--- src/rtl/cpu_pkg.sv ---
// rtl/cpu_pkg.sv - shared types and defaults for the fetch/data memory arbiter
package cpu_pkg;

  typedef enum logic [1:0] {
    IDLE = 2'd0,
    BUSY = 2'd1,
    RESP = 2'd2
  } arb_state_t;

  typedef enum logic {
    OWN_I = 1'b0,
    OWN_D = 1'b1
  } owner_t;

  localparam int TIMEOUT_DEFAULT = 16;

endpackage

--- src/rtl/mem_arbiter.sv ---
// rtl/mem_arbiter.sv - two-port (fetch/data) arbiter onto one single-port memory
module mem_arbiter
  import cpu_pkg::*;
#(
  parameter int TIMEOUT = TIMEOUT_DEFAULT
) (
  input  logic        clock,
  input  logic        reset,
  input  logic        if_req,
  input  logic [31:0] if_addr,
  output logic [31:0] if_rdata,
  output logic        if_done,
  output logic        if_err,
  input  logic        d_req,
  input  logic        d_we,
  input  logic [31:0] d_addr,
  input  logic [31:0] d_wdata,
  output logic [31:0] d_rdata,
  output logic        d_done,
  output logic        d_err,
  output logic        mem_req,
  output logic        mem_we,
  output logic [29:0] mem_addr,
  output logic [31:0] mem_wdata,
  input  logic [31:0] mem_rdata,
  input  logic        mem_ack
);

  localparam int CNT_W = $clog2(TIMEOUT) + 1;
  localparam logic [CNT_W-1:0] CNT_LAST = CNT_W'(TIMEOUT - 1);

  arb_state_t       state;
  owner_t           owner;
  owner_t           last_owner;
  logic [CNT_W-1:0] cnt;

  logic        grant_d;
  logic        grant_any;
  logic [31:0] gnt_addr;
  logic [31:0] gnt_wdata;
  logic        gnt_we;

  // On a tie the port that did not win last time gets the memory.
  always_comb begin
    grant_any = if_req || d_req;
    grant_d   = d_req && (!if_req || (last_owner == OWN_I));
    gnt_addr  = grant_d ? d_addr : if_addr;
    gnt_we    = grant_d && d_we;
    gnt_wdata = grant_d ? d_wdata : '0;
  end

  always_ff @(posedge clock or negedge reset) begin
    if (!reset) begin
      state      <= IDLE;
      owner      <= OWN_I;
      last_owner <= OWN_I;
      cnt        <= '0;
      mem_req    <= 1'b0;
      mem_we     <= 1'b0;
      mem_addr   <= '0;
      mem_wdata  <= '0;
      if_rdata   <= '0;
      if_done    <= 1'b0;
      if_err     <= 1'b0;
      d_rdata    <= '0;
      d_done     <= 1'b0;
      d_err      <= 1'b0;
    end else begin
      if_done <= 1'b0;
      if_err  <= 1'b0;
      d_done  <= 1'b0;
      d_err   <= 1'b0;
      case (state)
        IDLE: begin
          if (grant_any) begin
            owner      <= grant_d ? OWN_D : OWN_I;
            last_owner <= grant_d ? OWN_D : OWN_I;
            cnt        <= '0;
            // Misaligned accesses never reach the memory.
            if (gnt_addr[1:0] != 2'b00) begin
              state <= RESP;
              if (grant_d) begin
                d_done  <= 1'b1;
                d_err   <= 1'b1;
                d_rdata <= '0;
              end else begin
                if_done  <= 1'b1;
                if_err   <= 1'b1;
                if_rdata <= '0;
              end
            end else begin
              state     <= BUSY;
              mem_req   <= 1'b1;
              mem_we    <= gnt_we;
              mem_addr  <= gnt_addr[31:2];
              mem_wdata <= gnt_wdata;
            end
          end
        end
        BUSY: begin
          if (mem_ack || (cnt == CNT_LAST)) begin
            state     <= RESP;
            mem_req   <= 1'b0;
            mem_we    <= 1'b0;
            mem_addr  <= '0;
            mem_wdata <= '0;
            if (owner == OWN_D) begin
              d_done <= 1'b1;
              d_err  <= !mem_ack;
              if (!mem_ack) d_rdata <= '0;
              else if (!mem_we) d_rdata <= mem_rdata;
            end else begin
              if_done  <= 1'b1;
              if_err   <= !mem_ack;
              if_rdata <= mem_ack ? mem_rdata : '0;
            end
          end else begin
            cnt <= cnt + CNT_W'(1);
          end
        end
        RESP:    state <= IDLE;
        default: state <= IDLE;
      endcase
    end
  end

endmodule
--- config.mk ---
export PLATFORM = sky130hd
export DESIGN_NAME = mem_arbiter
export DESIGN_NICKNAME = d
export VERILOG_FILES = /design/src/rtl/cpu_pkg.sv /design/src/rtl/mem_arbiter.sv
export SDC_FILE = /design/constraint.sdc
export NUM_CORES = 1
export LEC_CHECK = 0
export CAP_MARGIN = 20
export CORE_MARGIN = 2
export CORE_UTILIZATION = 45
export DETAILED_ROUTE_END_ITERATION = 7
export PLACE_DENSITY = 0.82
export SYNTH_ARGS = -nofsm -noshare
export SYNTH_HDL_FRONTEND = slang
export SYNTH_SLANG_ARGS = --single-unit
--- constraint.sdc ---
create_clock -name clock -period 4.5 [get_ports clock]
set_input_delay 0.9 -clock clock [delete_from_list [all_inputs] [get_ports clock]]
set_output_delay 0.9 -clock clock [all_outputs]
set_load 0.01 [all_outputs]
# --- Word-level counts from Yosys, hierarchy flattened ---
# Cells that the tools add are included.
totals:
  reg_bits: 140
  out_inout_bits: 132
  word_cells: 100
classes:
  addsub: 1
  eq_ne: 12
  n_mux: 57
  bitwise: 1
  n_reduce_logical: 16
op_table:
  columns: ["cell", "n"]
  rows:
  - ["$mux 32", 18]
  - ["$pmux 32 s2", 3]
  - ["$mux 30", 3]
  - ["$pmux 30 s2", 1]
  - ["$mux 1", 19]
  - ["$ne 2x2->1 const B", 9]
  - ["$pmux 1 s2", 6]
  - ["$mux 5", 2]
  - ["$pmux 5 s2", 1]
  - ["$reduce_and 7->1", 1]
  - ["$mux 2", 3]
  - ["$reduce_and 6->1", 1]
  - ["$add 5x1->5 const B", 1]
  - ["$eq 5x4->1 const B", 1]
  - ["$pmux 2 s2", 1]
  - ["$reduce_and 2->1", 2]
  - ["$reduce_and 4->1", 1]
  - ["$reduce_bool 2->1", 2]
  - ["$logic_or 1x1->1", 3]
  - ["$ne 3x3->1 const B", 1]
  - ["$reduce_and 3->1", 1]
  - ["$eq 2x1->1 const B", 1]
  - ["$logic_and 1x1->1", 2]
  - ["$logic_not 1->1", 2]
  - ["2 further kinds", 2]

# --- Depth between registers and ports, before layout ---
# Gate-level depths: netlist of the first run.
depth:
  word_depth: 8
  depth_mapped: 8

# --- Worst setup path before layout of the first run ---
# Ideal clock, no wire load.
synth_path:
  path_kind: "input to register"
  start: "input mem_ack"
  end: "register d_rdata[10]"
  arrival_ns: 2.307
  slack_ns: 2.069
  path_stages: 6
  n_path_buf: 2
  path_cell_list: "clkbuf_1 -> nor2_1 -> nor2_1 -> o32a_1 -> buf_2 -> mux2_2"
synth_via:
  elab_chain_cells: 4
synth_rtl:
  columns: ["item", "line", "rtl"]
  rows:
  - ["from (decl)", "mem_arbiter.sv:26", "input logic mem_ack"]
  - ["$mux 32", "mem_arbiter.sv:110", "if (!mem_ack) d_rdata <= '0;"]
  - ["$mux 32", "mem_arbiter.sv:107", "if (owner == OWN_D) begin"]
  - ["$mux 32", "mem_arbiter.sv:101", "if (mem_ack || (cnt == CNT_LAST)) begin"]
  - ["$pmux 32 s2", "mem_arbiter.sv:73", "case (state)"]
  - ["to (signal assigned)", "mem_arbiter.sv:111", "else if (!mem_we) d_rdata <= mem_rdata;"]
  - ["to (decl)", "mem_arbiter.sv:18", "output logic [31:0] d_rdata,"]
# Several ways; a longest one is shown, not always the timed one. The select of a mux whose other input is x is not followed.
# A chain may end at the register's enable or synchronous reset.

# --- Final worst setup path of the first run ---
layout_path:
  start: "input if_req"
  end: "register mem_wdata[25]"
layout_via:
  elab_chain_cells: 7
layout_rtl:
  columns: ["item", "line", "rtl"]
  rows:
  - ["from (decl)", "mem_arbiter.sv:9", "input logic if_req,"]
  - ["$logic_not 1->1", "mem_arbiter.sv:46", "grant_d = d_req && (!if_req || (last_owner == OWN_I));"]
  - ["$logic_or 1x1->1", "mem_arbiter.sv:46", null]
  - ["$logic_and 1x1->1", "mem_arbiter.sv:46", null]
  - ["$mux 32, on equally long branches", "mem_arbiter.sv:47, mem_arbiter.sv:49", null]
  - ["$reduce_bool 2->1 or $mux 32 (tied branches)", "mem_arbiter.sv:80", "if (gnt_addr[1:0] != 2'b00) begin"]
  - ["$ne 2x2->1 (no line) or $mux 32 (tied branches)", null, null]
  - ["$reduce_and 4->1 (no line) or $pmux 32 s2 (tied branches)", null, null]
  - ["to (signal assigned)", "mem_arbiter.sv:96", "mem_wdata <= gnt_wdata;"]
  - ["to (decl)", "mem_arbiter.sv:24", "output logic [31:0] mem_wdata,"]
# Several ways; a longest one is shown, not always the timed one. The select of a mux whose other input is x is not followed.

==> results.ini, run 1 <==
[route]
drc=0
routed_wl_mm=16.6
avgViaCountPerCell=5.39
num_vias=4785
drt_iter0_drc=300
wl_per_cell_microns=18.7
antenna_left=0
first_pass_iters=4

[grt]
antenna_found_initial=0
overflow=0
globalRouteMet2Util_pct=41.1
met3_usage_pct=7.07
grt_pass1_wl_mm=26.9
gr-max-usage-layer=met2
grtUsageMet1_pct=29.6
grt.total_usage_pct=24.6
grt_max_degree=63
grt_pass1_vias=5125

[finish]
nets=839
multi_input_area_sq_mm=0.00219
diodes=0
final_common_cell=clkdlybuf4s50_1
final_cell_mix=clkdlybuf4s50_1 (264), dfrtp_1 (140), a22o_1 (65)
layout-drive-gt1-share_pct=13.0
final-seq-area_sq_mm=0.00350
final_area_sq_mm=0.00920
fill_cells=870
area_growth_pct=57.8

[placement]
post_dp_cell_area_sq_mm=0.00865
portBuffers=265
dp_hpwl_mm=11.8
gp_congestion=0.823

[floorplanning]
die_y_microns=118
initial_utilization_pct=46.2
fp.dieW_microns=118
core-area_sq_mm=0.0126
io_pins=266
row_count=41
dieArea_sq_mm=0.0139

[synthesis]
synth_nets=582
synth_seq_area_share_pct=60.1
yosysWarningCount=0
netlist_instances=446
synth.avg_cell_area_sq_um=13.1
netlist_area_sq_mm=0.00583
ys_ff_latch=140
synth_cell_types=33

[timing]
drv_slew=0
clock_skew_ns=0.0141
fin_crit_sh_pct=60.5
finalSetupViolations=0
finalHoldViolCount=0
period_needed_ns=2.72
max_slew_margin_pct=30.2
setup-tns-final_ns=0
rsz0062_at_grt=no
worst_slew_pin_slew_ns=1.05
clock.fmax_mhz=367

[clocking]
cts_buffers=17
cts_setup_buffers=0
post_cts_resize_count=0
cts_tree=done
clockBufferDepth=2
clock_sinks=140
cts_hold_repair.buffers=0
clk_latency_ns=0.41
cts_max_level=4
ctsRootBufferMaster=clkbuf_16
clk_transition_reported_paths_ns=0.06

[setup_path]
required_ns=4.85
max_stage_delay_ns=0.65
critPathLaunchType=input port
worstRegToRegCells=8
crit_chain=clkdlybuf4s50_1 > a21bo_1 > mux2_4 > o32ai_4 > buf_4 > a22o_1
crit_buf_inv=2
path_max_fanout=51
crit_type=in2reg
cp_slowest_cell=clkdlybuf4s50_1
path_depth=6
path_delay_family=buffers and inverters
arrival_ns=3.07
crit_path_end_kind=flop

[power_and_ir_drop]
p_per_area_mw_per_mm2=523
power_leakage_nw=4.24
peakVddDrop_mv=0.276

[flow_run]
cap_violations=0

[outcome]
status=finished, final reports clean

[worst_hold_path]
hp-class=in2async

[final cells by class]
type,instances,share of cell area [%]
Clock buffer,17,4.62
Inverter,5,0.204
Clock inverter,14,1.33
Multi-Input combinational cell,264,23.8
Sequential cell,140,38.1
Timing Repair Buffer,275,29.7
Tap cell,172,2.34
[flip-flops by register name (all words and copies together), names as in the netlist]
signal      cells
d_rdata        32
if_rdata       32
mem_wdata      32
mem_addr       30
cnt             5
state           2
d_done          1
d_err           1
if_done         1
if_err          1
last_owner      1
mem_req         1
mem_we          1
[cells in the mapped netlist, drive strengths merged]
cell type	instances	area share [%]
a21bo	1	0.17
o32ai	1	0.28
o2bb2ai	20	3.0
a21oi	11	0.94
mux2i	20	3.4
o311ai	1	0.15
nand4	2	0.21
mux2	45	9.3
and3	35	3.8
a21boi	1	0.13
nor2b	2	0.21
inv	5	0.32
a32o	1	0.17
o32a	2	0.56
nor4b	1	0.15
nand2b	1	0.11
nand2	30	1.9
ha	2	0.43
clkbuf	25	1.6
o21a	1	0.13
nor3	3	0.34
xor2	2	0.30
nor2	8	0.52
buf	12	1.1
o21ai	7	0.60
a31oi	1	0.11
dfrtp	140	60
a22o	65	9.8
o22ai	1	0.11
[metrics by stage]
step	util [%]	total power (W)	instances	setup slack, ns	hold WS (ns)
2_1_floorplan	-	0.00260	446	2.07	0.450
4_1_cts	72.9	0.00486	887	1.82	0.478
5_1_grt	72.9	0.00506	887	1.68	0.504
3_5_place_dp	68.6	0.00355	856	1.39	0.472
6_report	72.9	0.00482	887	1.78	0.471
3_3_place_gp	68.6	0.00350	856	1.47	0.465
[path summary, 6_finish.rpt]
check | from | end | slack, ns
max | if_req | mem_wdata[25]$_DFFE_PN0P_ | 1.78
min | reset | mem_addr[23]$_DFFE_PN0P_ | 0.47
max reg2reg | cnt[0]$_DFFE_PN0P_ | d_rdata[8]$_DFFE_PN0P_ | 1.88
min reg2reg | mem_addr[10]$_DFFE_PN0P_ | mem_addr[10]$_DFFE_PN0P_ | 0.49
max in group asynchronous | reset | cnt[3]$_DFFE_PN0P_ | 3.09
min in group clock | mem_addr[10]$_DFFE_PN0P_ | mem_addr[10]$_DFFE_PN0P_ | 0.49
[routing by layer]
layer,up-vias,share of wire [%]
met5,-,0
met4,0,2.3
met3,32,7.3
met2,216,50
met1,2369,40
li1,2168,-
[kinds of logic (layout without fill, tap and decap cells)]
family                     Yosys count  after routing  synth area share (%)
AOI/OAI and AO/OA                  113            113                  16.1
xor gates and xnor gates             2              2                 0.300
adders and majority gates            2              2                 0.429
buffers and inverters               42            311                  3.07
DFF                                140            140                  60.1
muxes                               65             65                  12.8
and+or+nand+nor                     82             82                  7.23
[power by group]
part / switching [W] / internal [W] / leakage [nW] / total, W
clock: 0.000535 / 0.000756 / 0.257 / 0.00129
sequential: 0.000217 / 0.00157 / 1.90 / 0.00178
combinational: 0.000754 / 0.000987 / 2.08 / 0.00174
Note: power is estimated with default switching activity, not from simulation.
==> run 2, diff against run 1 <==
--- a/config.mk
+++ b/config.mk
@@ -7,9 +7,9 @@
 export LEC_CHECK = 0
 export CAP_MARGIN = 20
 export CORE_MARGIN = 2
-export CORE_UTILIZATION = 45
+export CORE_UTILIZATION = 38
 export DETAILED_ROUTE_END_ITERATION = 7
-export PLACE_DENSITY = 0.82
+export PLACE_DENSITY = 0.73
 export SYNTH_ARGS = -nofsm -noshare
 export SYNTH_HDL_FRONTEND = slang
 export SYNTH_SLANG_ARGS = --single-unit
==> constraint.sdc (replaced) <==
create_clock -name clock -period 2.4 [get_ports clock]
set_input_delay 0.48 -clock clock [delete_from_list [all_inputs] [get_ports clock]]
set_output_delay 0.48 -clock clock [all_outputs]
set_load 0.01 [all_outputs]
==> results.ini, run 2 (synthesis gave the netlist of run 1 again) <==
[route]
antenna_left=0  ; unchanged
routed_wl_mm=16.4  ; was 16.6 mm
avgViaCountPerCell=5.18  ; was 5.39
wl_per_cell_microns=17.9  ; was 18.7 microns
num_vias=4744  ; was 4785
drc=0  ; unchanged
drt_iter0_drc=234  ; was 300
first_pass_iters=4  ; unchanged

[power_and_ir_drop]
power_leakage_nw=4.33  ; was 4.24 nW
peakVddDrop_mv=0.466  ; was 0.276 mV
p_per_area_mw_per_mm2=973  ; was 523 mW/mm^2

[worst_hold_path]
hp-class=reg2reg  ; was in2async
min_to=mem_addr[10]$_DFFE_PN0P_
holdPathStages=1
min-delay-start=mem_addr[10]$_DFFE_PN0P_

[floorplanning]
dieArea_sq_mm=0.0164  ; was 0.0139 sq mm
io_pins=266  ; unchanged
core-area_sq_mm=0.0151  ; was 0.0126 sq mm
initial_utilization_pct=38.6  ; was 46.2%
row_count=45  ; was 41
die_y_microns=128  ; was 118 microns
fp.dieW_microns=128  ; was 118 microns

[timing]
worst_slew_pin_slew_ns=0.699  ; was 1.05 ns
clock_skew_ns=0.00665  ; was 0.0141 ns
drv_slew=0  ; unchanged
fin_crit_sh_pct=90.5
rsz0062_at_grt=no  ; unchanged
max_slew_margin_pct=52.8  ; was 30.2%
hold_ws_ns=0.487  ; was 0.471 ns
finalHoldViolCount=0  ; unchanged
clock.fmax_mhz=460
finalSetupViolations=0  ; unchanged
period_needed_ns=2.17
setup-tns-final_ns=0  ; unchanged

[setup_path]
cp_slowest_cell=dfrtp_1  ; was clkdlybuf4s50_1
r2r-end=d_rdata[12]$_DFFE_PN0P_  ; was d_rdata[8]$_DFFE_PN0P_
crit_type=reg2reg  ; was in2reg
required_ns=2.68  ; was 4.85 ns
r2r-start=cnt[0]$_DFFE_PN0P_  ; unchanged
r2r_setup_slack_ns=0.23  ; was 1.88 ns
max_stage_delay_ns=0.38  ; was 0.65 ns
critPathLaunchType=flop  ; was input port
worstRegToRegCells=8  ; unchanged
crit_chain=ha_1 > and3_1 > ha_1 > nor2_1 > nor2_1 > o32a_1 > buf_12 > mux2_2  ; was clkdlybuf4s50_1 > a21bo_1 > mux2_4 > o32ai_4 > buf_4 > a22o_1
arrival_ns=2.45  ; was 3.07 ns
crit_buf_inv=1  ; was 2
crit_path_end_kind=flop  ; unchanged
path_delay_family=simple AND/OR/NAND/NOR gates  ; was buffers and inverters
path_max_fanout=32  ; was 51

[finish]
final_common_cell=clkdlybuf4s50_1  ; unchanged
fin_util_pct=62.3  ; was 72.9%
fill_cells=1153  ; was 870
final_cells=915  ; was 887
area_growth_pct=61.1  ; was 57.8%
nets=851  ; was 839
layout-drive-gt1-share_pct=13.6  ; was 13.0%
diodes=0  ; unchanged
final_cell_mix=clkdlybuf4s50_1 (264), dfrtp_1 (140), a22o_1 (65)  ; unchanged
reg_top3=d_rdata x32, if_rdata x32, mem_wdata x32  ; unchanged
final_area_sq_mm=0.00939  ; was 0.00920 sq mm

[clocking]
cts_buffers=17  ; unchanged
cts_setup_buffers=0  ; unchanged
clk_latency_ns=0.40  ; was 0.41 ns
clock_sinks=140  ; unchanged
post_cts_resize_count=0  ; unchanged
cts_max_level=4  ; unchanged
clk_transition_reported_paths_ns=0.06  ; about the same
clockBufferDepth=2  ; unchanged
cts_tree=done  ; unchanged
ctsRootBufferMaster=clkbuf_16  ; unchanged

[grt]
grt_pass1_vias=5163  ; was 5125
antenna_found_initial=0  ; unchanged
grt.total_usage_pct=20.6  ; was 24.6%
grt_max_degree=61  ; was 63
overflow=0  ; unchanged
grt_pass1_wl_mm=26.5  ; was 26.9 mm

[placement]
portBuffers=265  ; unchanged
dp_hpwl_mm=11.7  ; was 11.8 mm
post_dp_cell_area_sq_mm=0.00884  ; was 0.00865 sq mm
gp_congestion=0.805  ; was 0.823
dp.cells=883  ; was 856

[flow_run]
cap_violations=0  ; unchanged

[outcome]
status=finished, final reports clean  ; unchanged

## run 2: cell types whose count changed in the layout (fill, tap and decap cells not counted), sizes merged
cell,previous run,this run
clkbuf,17,25
clkinv,6,2
inv,7,5
dlygate4sd3,0,1
buf,11,22
clkinvlp,5,3
## run 2: metal layers
layer  routed length, microns  share of wire (%)  track usage (%)
met1                     6950                 42             25.7
met2                     8080                 49             34.5
met3                      940                5.7             5.18
met4                      407                2.5             8.53
met5                        0                  0                0
## run 2: what timing repair did
item                                   CTS  global route
setup endpoints to repair                0             0
endpoints found under the hold margin   40             0
hold buffers                             1             0
## run 2: cell type report
cell class | count | area [sq um] | area share [%]
clock inverters | 6 | 62.6 | 0.666
inverters | 5 | 18.8 | 0.200
repair buffers | 287 | 2910 | 31.0
multi-input cells | 264 | 2180 | 23.2
well taps | 188 | 235 | 2.50
clock buffers | 25 | 485 | 5.17
flip-flops and latches | 140 | 3500 | 37.3
## run 2: worst reg2reg max path, delay by kind of cell, from the launching register on
kind | cells | cell delay (ns)
compound gates | 1 | 0.24
fa+ha+maj | 2 | 0.38
buf+inv | 1 | 0.24
flops | 1 | 0.38
mux | 1 | 0.38
simple gates | 3 | 0.43
## run 2: how the worst max path moves through the flow
stage	startpoint	end	slack, ns	cells past startpoint
after floorplan	cnt[0]$_DFFE_PN0P_	if_rdata[10]$_DFFE_PN0P_	0.27	8
after global placement	d_req	mem_addr[26]$_DFFE_PN0P_	0.01	5
after detailed placement	d_req	mem_addr[23]$_DFFE_PN0P_	-0.03	5
after CTS	cnt[0]$_DFFE_PN0P_	d_rdata[12]$_DFFE_PN0P_	0.22	8
after global routing	cnt[0]$_DFFE_PN0P_	d_rdata[6]$_DFFE_PN0P_	0.12	8
final	cnt[0]$_DFFE_PN0P_	d_rdata[12]$_DFFE_PN0P_	0.23	8
## run 2: where the power goes
part	internal (W)	switching (W)
combinational	0.00196	0.00143
clock	0.00150	0.000923
sequential	0.00294	0.000390
## run 2: through the flow
stage	total power, W	setup WS [ns]
floorplan	0.00487	0.267
global placement	0.00669	0.0105
detailed placement	0.00677	-0.0293
CTS	0.00925	0.225
global route	0.00963	0.120
finish	0.00914	0.228
